--- config.mk ---
export PLATFORM = sky130hd
export DESIGN_NAME = sipo_frame_ctrl_flat
export DESIGN_NICKNAME = d
export VERILOG_FILES = /design/src/rtl/sipo_ctrl_pkg.sv /design/src/rtl/sipo_frame_ctrl_if.sv /design/src/rtl/sipo_shift.sv /design/src/rtl/sipo_frame_ctrl.sv /design/src/flat_wrapper.sv
export SDC_FILE = /design/constraint.sdc
export NUM_CORES = 1
export LEC_CHECK = 0
export ABC_CLOCK_PERIOD_IN_PS = 1250
export BUFFER_PORTS_ARGS = -buffer_cell sky130_fd_sc_hd__buf_2
export CELL_PAD_IN_SITES_DETAIL_PLACEMENT = 1
export CELL_PAD_IN_SITES_GLOBAL_PLACEMENT = 2
export CORE_MARGIN = 2
export CORE_UTILIZATION = 25
export CTS_BUF_LIST = sky130_fd_sc_hd__clkbuf_4 sky130_fd_sc_hd__clkbuf_8 sky130_fd_sc_hd__clkbuf_16
export DETAILED_ROUTE_END_ITERATION = 10
export MAX_ROUTING_LAYER = met4
export PLACE_DENSITY_LB_ADDON = 0.1
export SETUP_SLACK_MARGIN = 0.02
export SKIP_LAST_GASP = 1
export SLEW_MARGIN = 15
export SYNTH_ARGS = -nofsm -noshare
export SYNTH_HDL_FRONTEND = slang
export SYNTH_SLANG_ARGS = --single-unit
--- constraint.sdc ---
create_clock -name clk -period 1.25 [get_ports clk]
set_clock_uncertainty 0.15 [all_clocks]
set_input_delay 0.1875 -clock clk [delete_from_list [all_inputs] [get_ports clk]]
set_output_delay 0.1875 -clock clk [all_outputs]
set_load 0.03 [all_outputs]
--- src/rtl/sipo_ctrl_pkg.sv ---
// Shared FSM state type and encodings for the SIPO frame controller.
// Build option: SIPO_PARITY_EN adds a trailing even-parity bit per frame.
package sipo_ctrl_pkg;

  typedef logic [1:0] state_t;

  localparam state_t ST_IDLE   = 2'd0;
  localparam state_t ST_SHIFT  = 2'd1;
  localparam state_t ST_PARITY = 2'd2;

`ifdef SIPO_PARITY_EN
  localparam bit PARITY_EN = 1'b1;
`else
  localparam bit PARITY_EN = 1'b0;
`endif

endpackage

--- src/rtl/sipo_frame_ctrl_if.sv ---
// Word output handshake of the SIPO frame controller (producer = master).
// Build option: SIPO_PARITY_EN adds parity_err alongside word_out.
interface sipo_frame_ctrl_if #(
  parameter int WIDTH = 4
);
  // Handshake: the producer holds word_out stable while word_valid=1; a frame
  // is consumed on any rising edge where word_valid=1 and word_ready=1.
  logic [WIDTH-1:0] word_out;
  logic             word_valid;
  logic             word_ready;
`ifdef SIPO_PARITY_EN
  logic             parity_err;

  modport master (output word_out, output word_valid, output parity_err, input word_ready);
  modport slave  (input word_out, input word_valid, input parity_err, output word_ready);
`else
  modport master (output word_out, output word_valid, input word_ready);
  modport slave  (input word_out, input word_valid, output word_ready);
`endif
endinterface

--- src/rtl/sipo_shift.sv ---
// Enabled serial-in shift register; frame exposes either the post-shift value
// (TAP_NEXT=1, word completes on the shifting edge) or the stored value.
module sipo_shift #(
  parameter int WIDTH     = 4,
  parameter bit MSB_FIRST = 1'b1,
  parameter bit TAP_NEXT  = 1'b1
) (
  input  logic             clk,
  input  logic             rst,
  input  logic             en,
  input  logic             din,
  output logic [WIDTH-1:0] frame
);

  logic [WIDTH-1:0] q;
  logic [WIDTH-1:0] q_next;

  // MSB-first shifts left so the first bit ends in the top position.
  always_comb begin
    if (MSB_FIRST) q_next = {q[WIDTH-2:0], din};
    else           q_next = {din, q[WIDTH-1:1]};
  end

  always_ff @(posedge clk) begin
    if (!rst)    q <= '0;
    else if (en) q <= q_next;
  end

  assign frame = TAP_NEXT ? q_next : q;

endmodule

--- src/rtl/sipo_frame_ctrl.sv ---
// SIPO frame controller: start-triggered frame capture, registered word
// handshake with overrun flag. Build option: SIPO_PARITY_EN.
module sipo_frame_ctrl
  import sipo_ctrl_pkg::*;
#(
  parameter int WIDTH     = 4,
  parameter bit MSB_FIRST = 1'b1
) (
  input  logic   clk,
  input  logic   rst,
  input  logic   start,
  input  logic   serial_in,
  input  logic   bit_en,
  input  logic   clr_ovr,
  output logic   busy,
  output logic   overrun,
  output state_t fsm_state,
  sipo_frame_ctrl_if.master word_bus
);

  localparam int                CNT_W = $clog2(WIDTH);
  localparam logic [CNT_W-1:0]  LAST  = CNT_W'(WIDTH - 1);

  state_t           state;
  logic [CNT_W-1:0] bit_cnt;
  logic [WIDTH-1:0] frame_word;
  logic             shift_en;
  logic             last_bit;
  logic             complete;
  logic             accept;
  logic             drop;

  assign shift_en = (state == ST_SHIFT) && bit_en;
  assign last_bit = (bit_cnt == LAST);

  sipo_shift #(
    .WIDTH     (WIDTH),
    .MSB_FIRST (MSB_FIRST),
    .TAP_NEXT  (!PARITY_EN)
  ) u_shift (
    .clk   (clk),
    .rst   (rst),
    .en    (shift_en),
    .din   (serial_in),
    .frame (frame_word)
  );

`ifdef SIPO_PARITY_EN
  assign complete = (state == ST_PARITY) && bit_en;
`else
  assign complete = shift_en && last_bit;
`endif

  assign accept = complete && (!word_bus.word_valid || word_bus.word_ready);
  assign drop   = complete && word_bus.word_valid && !word_bus.word_ready;

  always_ff @(posedge clk) begin
    if (!rst) begin
      state   <= ST_IDLE;
      bit_cnt <= '0;
    end else begin
      case (state)
        ST_IDLE: begin
          if (start) begin
            state   <= ST_SHIFT;
            bit_cnt <= '0;
          end
        end
        ST_SHIFT: begin
          if (bit_en) begin
            if (last_bit) begin
              state   <= PARITY_EN ? ST_PARITY : ST_IDLE;
              bit_cnt <= '0;
            end else begin
              bit_cnt <= bit_cnt + 1'b1;
            end
          end
        end
`ifdef SIPO_PARITY_EN
        ST_PARITY: begin
          if (bit_en) state <= ST_IDLE;
        end
`endif
        default: state <= ST_IDLE;
      endcase
    end
  end

  // A completing frame wins over consumption, so valid stays set then.
  always_ff @(posedge clk) begin
    if (!rst) begin
      word_bus.word_out   <= '0;
      word_bus.word_valid <= 1'b0;
    end else if (accept) begin
      word_bus.word_out   <= frame_word;
      word_bus.word_valid <= 1'b1;
    end else if (word_bus.word_ready) begin
      word_bus.word_valid <= 1'b0;
    end
  end

`ifdef SIPO_PARITY_EN
  always_ff @(posedge clk) begin
    if (!rst)        word_bus.parity_err <= 1'b0;
    else if (accept) word_bus.parity_err <= (^frame_word) ^ serial_in;
  end
`endif

  always_ff @(posedge clk) begin
    if (!rst)         overrun <= 1'b0;
    else if (drop)    overrun <= 1'b1;
    else if (clr_ovr) overrun <= 1'b0;
  end

  assign busy      = (state != ST_IDLE);
  assign fsm_state = state;

endmodule

--- src/flat_wrapper.sv ---
// flat-port wrapper written by rule: the top's interface ports become plain ports
module sipo_frame_ctrl_flat import sipo_ctrl_pkg::*;
#(
  parameter int WIDTH     = 4,
  parameter bit MSB_FIRST = 1'b1
)
  (clk, rst, start, serial_in, bit_en, clr_ovr, busy, overrun, fsm_state, word_bus_word_out, word_bus_word_valid, word_bus_word_ready);
  sipo_frame_ctrl_if #(.WIDTH(WIDTH)) word_bus_i ();
  input  logic clk;
  input  logic rst;
  input  logic start;
  input  logic serial_in;
  input  logic bit_en;
  input  logic clr_ovr;
  output logic busy;
  output logic overrun;
  output state_t fsm_state;
  output wire logic [$bits(word_bus_i.word_out)-1:0] word_bus_word_out;
  output wire logic [$bits(word_bus_i.word_valid)-1:0] word_bus_word_valid;
  input wire logic [$bits(word_bus_i.word_ready)-1:0] word_bus_word_ready;
  assign word_bus_word_out = word_bus_i.word_out;
  assign word_bus_word_valid = word_bus_i.word_valid;
  assign word_bus_i.word_ready = word_bus_word_ready;
  sipo_frame_ctrl #(.WIDTH(WIDTH), .MSB_FIRST(MSB_FIRST)) u_core (.clk(clk), .rst(rst), .start(start), .serial_in(serial_in), .bit_en(bit_en), .clr_ovr(clr_ovr), .busy(busy), .overrun(overrun), .fsm_state(fsm_state), .word_bus(word_bus_i));
endmodule
* Word level (Yosys, flattened, before mapping) *
Index checks and enable logic that the tools add are counted.

storage, ports and cells
  output and inout port bits = 9
  word-level logic and storage cells = 39
  bits in registers = 13
  bits of input ports = 7

operators by class
  multiplexer cells = 12
  equal/unequal tests = 5
  reductions and logical operators = 15
  add/subtract/negate cells = 1

operator list
  kind                   count
  $mux W2                6
  $pmux W2 S2            2
  $reduce_bool A2 Y1     4
  $reduce_and A3 Y1      2
  $logic_and A1 B1 Y1    5
  $mux W1                4
  $ne A2 B2 Y1 const B   2
  $add A2 B1 Y2 const B  1
  $eq A2 B1 Y1 const B   1
  $eq A2 B2 Y1 const B   1
  $logic_not A1 Y1       2
  $logic_not A2 Y1       1
  $ne A2 B1 Y1 const B   1
  $logic_or A1 B1 Y1     1

* Longest topological paths before layout *
  depth after elaboration = 6
  gate-level depth with buffers = 5
  gate-level depth less buffers = 4

* Cells and area by module *
Synthesis repeated with hierarchy kept, for this count alone.

unflattened totals
  cells, all modules = 57
  area total of the unflattened synthesis = 540.5 um^2

by module, submodules not included
  module           cells each  sequential area each (um^2)  times used  area each (um^2)
  sipo_frame_ctrl  47          180.2                        1           424.2
  sipo_shift       10          60.1                         1           116.4

* Worst setup path before layout *
No wires, ideal clock.

  path kind = register to register
  from = register u_core.state[0], in the netlist u_core.fsm_state[0]
  to = register u_core.bit_cnt[0]
  period minus slack after synthesis = 1.420 ns
  buffers on the path = 1
  setup time = 0.079 ns
  data arrival time = 1.191 ns
  data required time = 1.021 ns
  slack = -0.170 ns
  stages on the path, launching flop included = 4
  cells stage by stage = dfxtp_1 buf_6 mux2_4 a211oi_2

on the way
  longest elaborated chain between the ends = 3
  elaborated cells on any way between the ends = 7
  classes of those cells = eq/ne: 3; mux: 1; reduce/logical: 3

RTL lines
  element                                                              line                   RTL
  from (decl)                                                          sipo_frame_ctrl.sv:24  state_t state;
  from (signal assigned)                                               sipo_frame_ctrl.sv:72  state <= PARITY_EN ? ST_PARITY : ST_IDLE;
  $eq A2 B1 Y1 / $logic_not A2 Y1 (equally long branches)              sipo_frame_ctrl.sv:62  case (state)
  $ne A2 B2 Y1 (no line) / $reduce_bool A2 Y1 (equally long branches)  -
  $reduce_and A3 Y1 (no line)                                          -
  to (signal assigned)                                                 sipo_frame_ctrl.sv:75  bit_cnt <= bit_cnt + 1'b1;
  to (decl)                                                            sipo_frame_ctrl.sv:25  logic [CNT_W-1:0] bit_cnt;

Several ways; a longest one is shown, not always the timed one.
A chain may end at the register's enable or synchronous reset.

* Worst setup path in the final report *
  from = register u_core.bit_cnt[1]
  to = register u_core.word_bus.word_out[2]

on the way
  longest elaborated chain between the ends = 3

RTL lines
  element               line                      RTL
  $eq A2 B2 Y1          sipo_frame_ctrl.sv:34     assign last_bit = (bit_cnt == LAST);
  $logic_and A1 B1 Y1   sipo_frame_ctrl.sv:51     assign complete = shift_en && last_bit;
  $logic_and A1 B1 Y1   sipo_frame_ctrl.sv:54     assign accept = complete && (!word_bus.word_valid || word_bus.word_ready);
  to (signal assigned)  sipo_frame_ctrl.sv:95     word_bus.word_out <= frame_word;
  to (decl)             sipo_frame_ctrl_if.sv:17  modport master (output word_out, output word_valid, input word_ready);

No other way between the ends.

==> impl_results.md <==
* EDFF count, synth at 0
* Core Box Area at around 2000 um2
* CP Capture Point: u_core.word_bus.word_out[2]
* VDD IR max at 0.4036 mV
* Final instance area at between 600 and 700 um2
* Reg area at 247.7 um2
* Max Freq at around 820 MHz
* Die Ht at between 50 and 60 um
* GRT Total Usage at 10.66%
* Post-Syn Nets at 66
* Top post-synthesis cells by area: dfxtp_1 45%, nand2_1 8.5%, mux2i_1 7.5%
* Area leader, netlist: dfxtp_1
* Post-Place Cells at 96
* Req. time, crit path at 1.30 ns
* Multi-input logic area at ~250 um2
* Synth warn at 0
* Filler-free cell count of the finished design at 102
* Worst setup path start: u_core.bit_cnt[1]
* Kind of critical path: reg2reg
* Worst Setup End Kind: register
* Post-layout util at 35.16%
* Hold Slack at between 0.004 and 0.005 ns
* Max-Cap Viols at 0
* Gate Count Post-Synth at 58
* Vias in the first global route at 389
* Global-route wire length before repair at roughly 1.9 mm
* Final HPWL DP at roughly 830 um
* Total Wirelength at 1.107 mm
* Asr flop ratio synth at 0%
* R2R Path End: u_core.word_bus.word_out[2]
* Htree depth at 1
* Largest net degree at the start of global routing at 13
* Final-layout fill cell count at 240
* DR vias at 418
* Clock Sinks at 12
* WL/cell at around 11 um
* Horiz. Die Dim at 50.07 um
* Antenna-violating nets left at 0
* R2R Path Start: u_core.bit_cnt[1]
* Layout cells sized above 1 at about 43%
* Later-pin clock latency in the skew report at ~0.27 ns
* RSZ-0062 raised after global routing: yes
* Synth unique cells at 20
* GP Congestion at between 0.7 and 0.8
* Initial drt markers at 3
* Die area at approximately 2500 um2
* Synth Cell Area at between 500 and 600 um2
* WHS Path Cells at 2
* Clock Tree Root: clkbuf_4
* # rows at 16
* Register area share after synthesis at between 40% and 50%
* Synthesized area per cell at 9.147 um2
* Final global-route overflow total at 0
* Synthesized flop and latch total at 12
* FF-to-FF setup slack at 0.02 ns
* Arr. time, crit path at approximately 1.3 ns
* Post-synth top cells: 12 x dfxtp_1, 12 x nand2_1, 5 x a21oi_1
* Tmin final at about 1.2 ns
* DP Area at around 600 um2
* Hold WC Path Type: in2reg
* Final setup vio count at 0
* Leakage at ~0.29 nW
* Initial Util at between 20 and 30%
* CP max FO at 4
* Reg clk slew, reported paths at roughly 0.08 ns
* Final Max Tran Viols at 0
* Outcome: finished, final reports clean
* DRC errors left at 0
* PwrDens at ~1100 nW/um2
* Final Hold Vio Count at 0
* Antenna violations before repair at 0
* Total CTS buffers at 3
* Area growth from synthesis to layout at 31.37%
* Initial DRT Pass Iterations at 2
* TritonCTS clock tree: done
* Diode count at 0
* Avg Vias per Cell at 4.098
* R2R depth at 5
* Port Buffers at 14
* Final #Nets at between 80 and 90
* Final period utilization at 98.15%
* I/O pins at 16
* Clk buf depth at 2
* Worst setup SP type: register
* Synth Flop Type: dfxtp_1
* Synth top area share at 45.28%
-- metrics by stage --
step	setup WS [ns]	setup TNS (ns)	power (mW)
2_1_floorplan	0.001620	0	0.4607
3_3_place_gp	0.005483	0	0.4749
3_5_place_dp	0.007408	0	0.4747
4_1_cts	-0.007789	-0.01388	0.7520
5_1_grt	-0.07204	-0.1953	0.8116
6_report	0.02315	0	0.7517
-- cell families (layout without fill, tap and decap cells) --
kind of cell / Yosys count / in the layout / synth area share, %
muxes: 5 / 5 / 10.38
DFF: 12 / 12 / 45.28
adders and majority gates: 1 / 1 / 2.358
AOI/OAI and AO/OA: 9 / 9 / 11.79
buffers and inverters: 9 / 26 / 10.61
other: 1 / 1 / 0.7069
and+or+nand+nor: 21 / 21 / 18.87
-- routing by layer --
metal | track usage (%) | vias up | part of all wire [%]
met4 | 8.333 | 0 | 1.4
met2 | 12.50 | 6 | 43
met1 | 14.74 | 190 | 52
met5 | - | - | 0
li1 | - | 220 | -
met3 | 3.030 | 2 | 3.4
-- how the worst min path moves through the flow --
stage / to / startpoint / slack [ns]
6_report: u_core.fsm_state[0] / start / 0.004
3_3_place_gp: u_core.fsm_state[0] / start / 0.29
3_5_place_dp: u_core.fsm_state[0] / start / 0.29
5_1_grt: u_core.fsm_state[0] / start / 0.002
4_1_cts: u_core.fsm_state[0] / start / 0.002
2_1_floorplan: u_core.fsm_state[0] / start / 0.17
-- cell type report --
type,instances,area share [%]
inverters,3,1.616
repair buffers,19,17.24
clock buffers,4,4.309
flip-flops and latches,12,35.55
well taps,27,4.847
multi-input cells,37,36.45
-- worst max-delay path, cell delays in order (launching register included) --
cell and delay (ns):
dfxtp_2 0.36, ha_4 0.14, nand3_4 0.07, nor2b_1 0.11, buf_4 0.15, mux2i_1 0.17
-- report_power, final --
part	total (mW)	internal (mW)	switching [mW]
Sequential	0.400	0.389	0.0106
Clock	0.271	0.145	0.126
Combinational	0.0812	0.0369	0.0443
-- flip-flops by register name, indices dropped and copies added (netlist names) --
register and cells:
u_core.bit_cnt 2, u_core.fsm_state 1, u_core.overrun 1, u_core.u_shift.q 3, u_core.word_bus.word_out 4, u_core.word_bus.word_valid 1
-- cells in the final DEF, fill, tap and decap left out, types with 2 or more instances in the layout --
cell	Yosys	final
clkbuf_4	0	4
and2_1	2	2
buf_4	4	5
buf_2	0	12
nand2_1	12	12
mux2i_1	4	4
buf_6	1	2
dfxtp_1	12	8
nand3_1	4	4
a21oi_1	5	5
inv_1	3	3
dfxtp_2	0	3
-- what timing repair did --
item,4_1_cts,5_1_grt
buffers inserted,0,2
hold buffers,0,0
gates resized for setup,2,9
pin swaps,0,1
endpoints found under the setup margin,6,7
No activity file was read; power rests on OpenSTA's default activity.
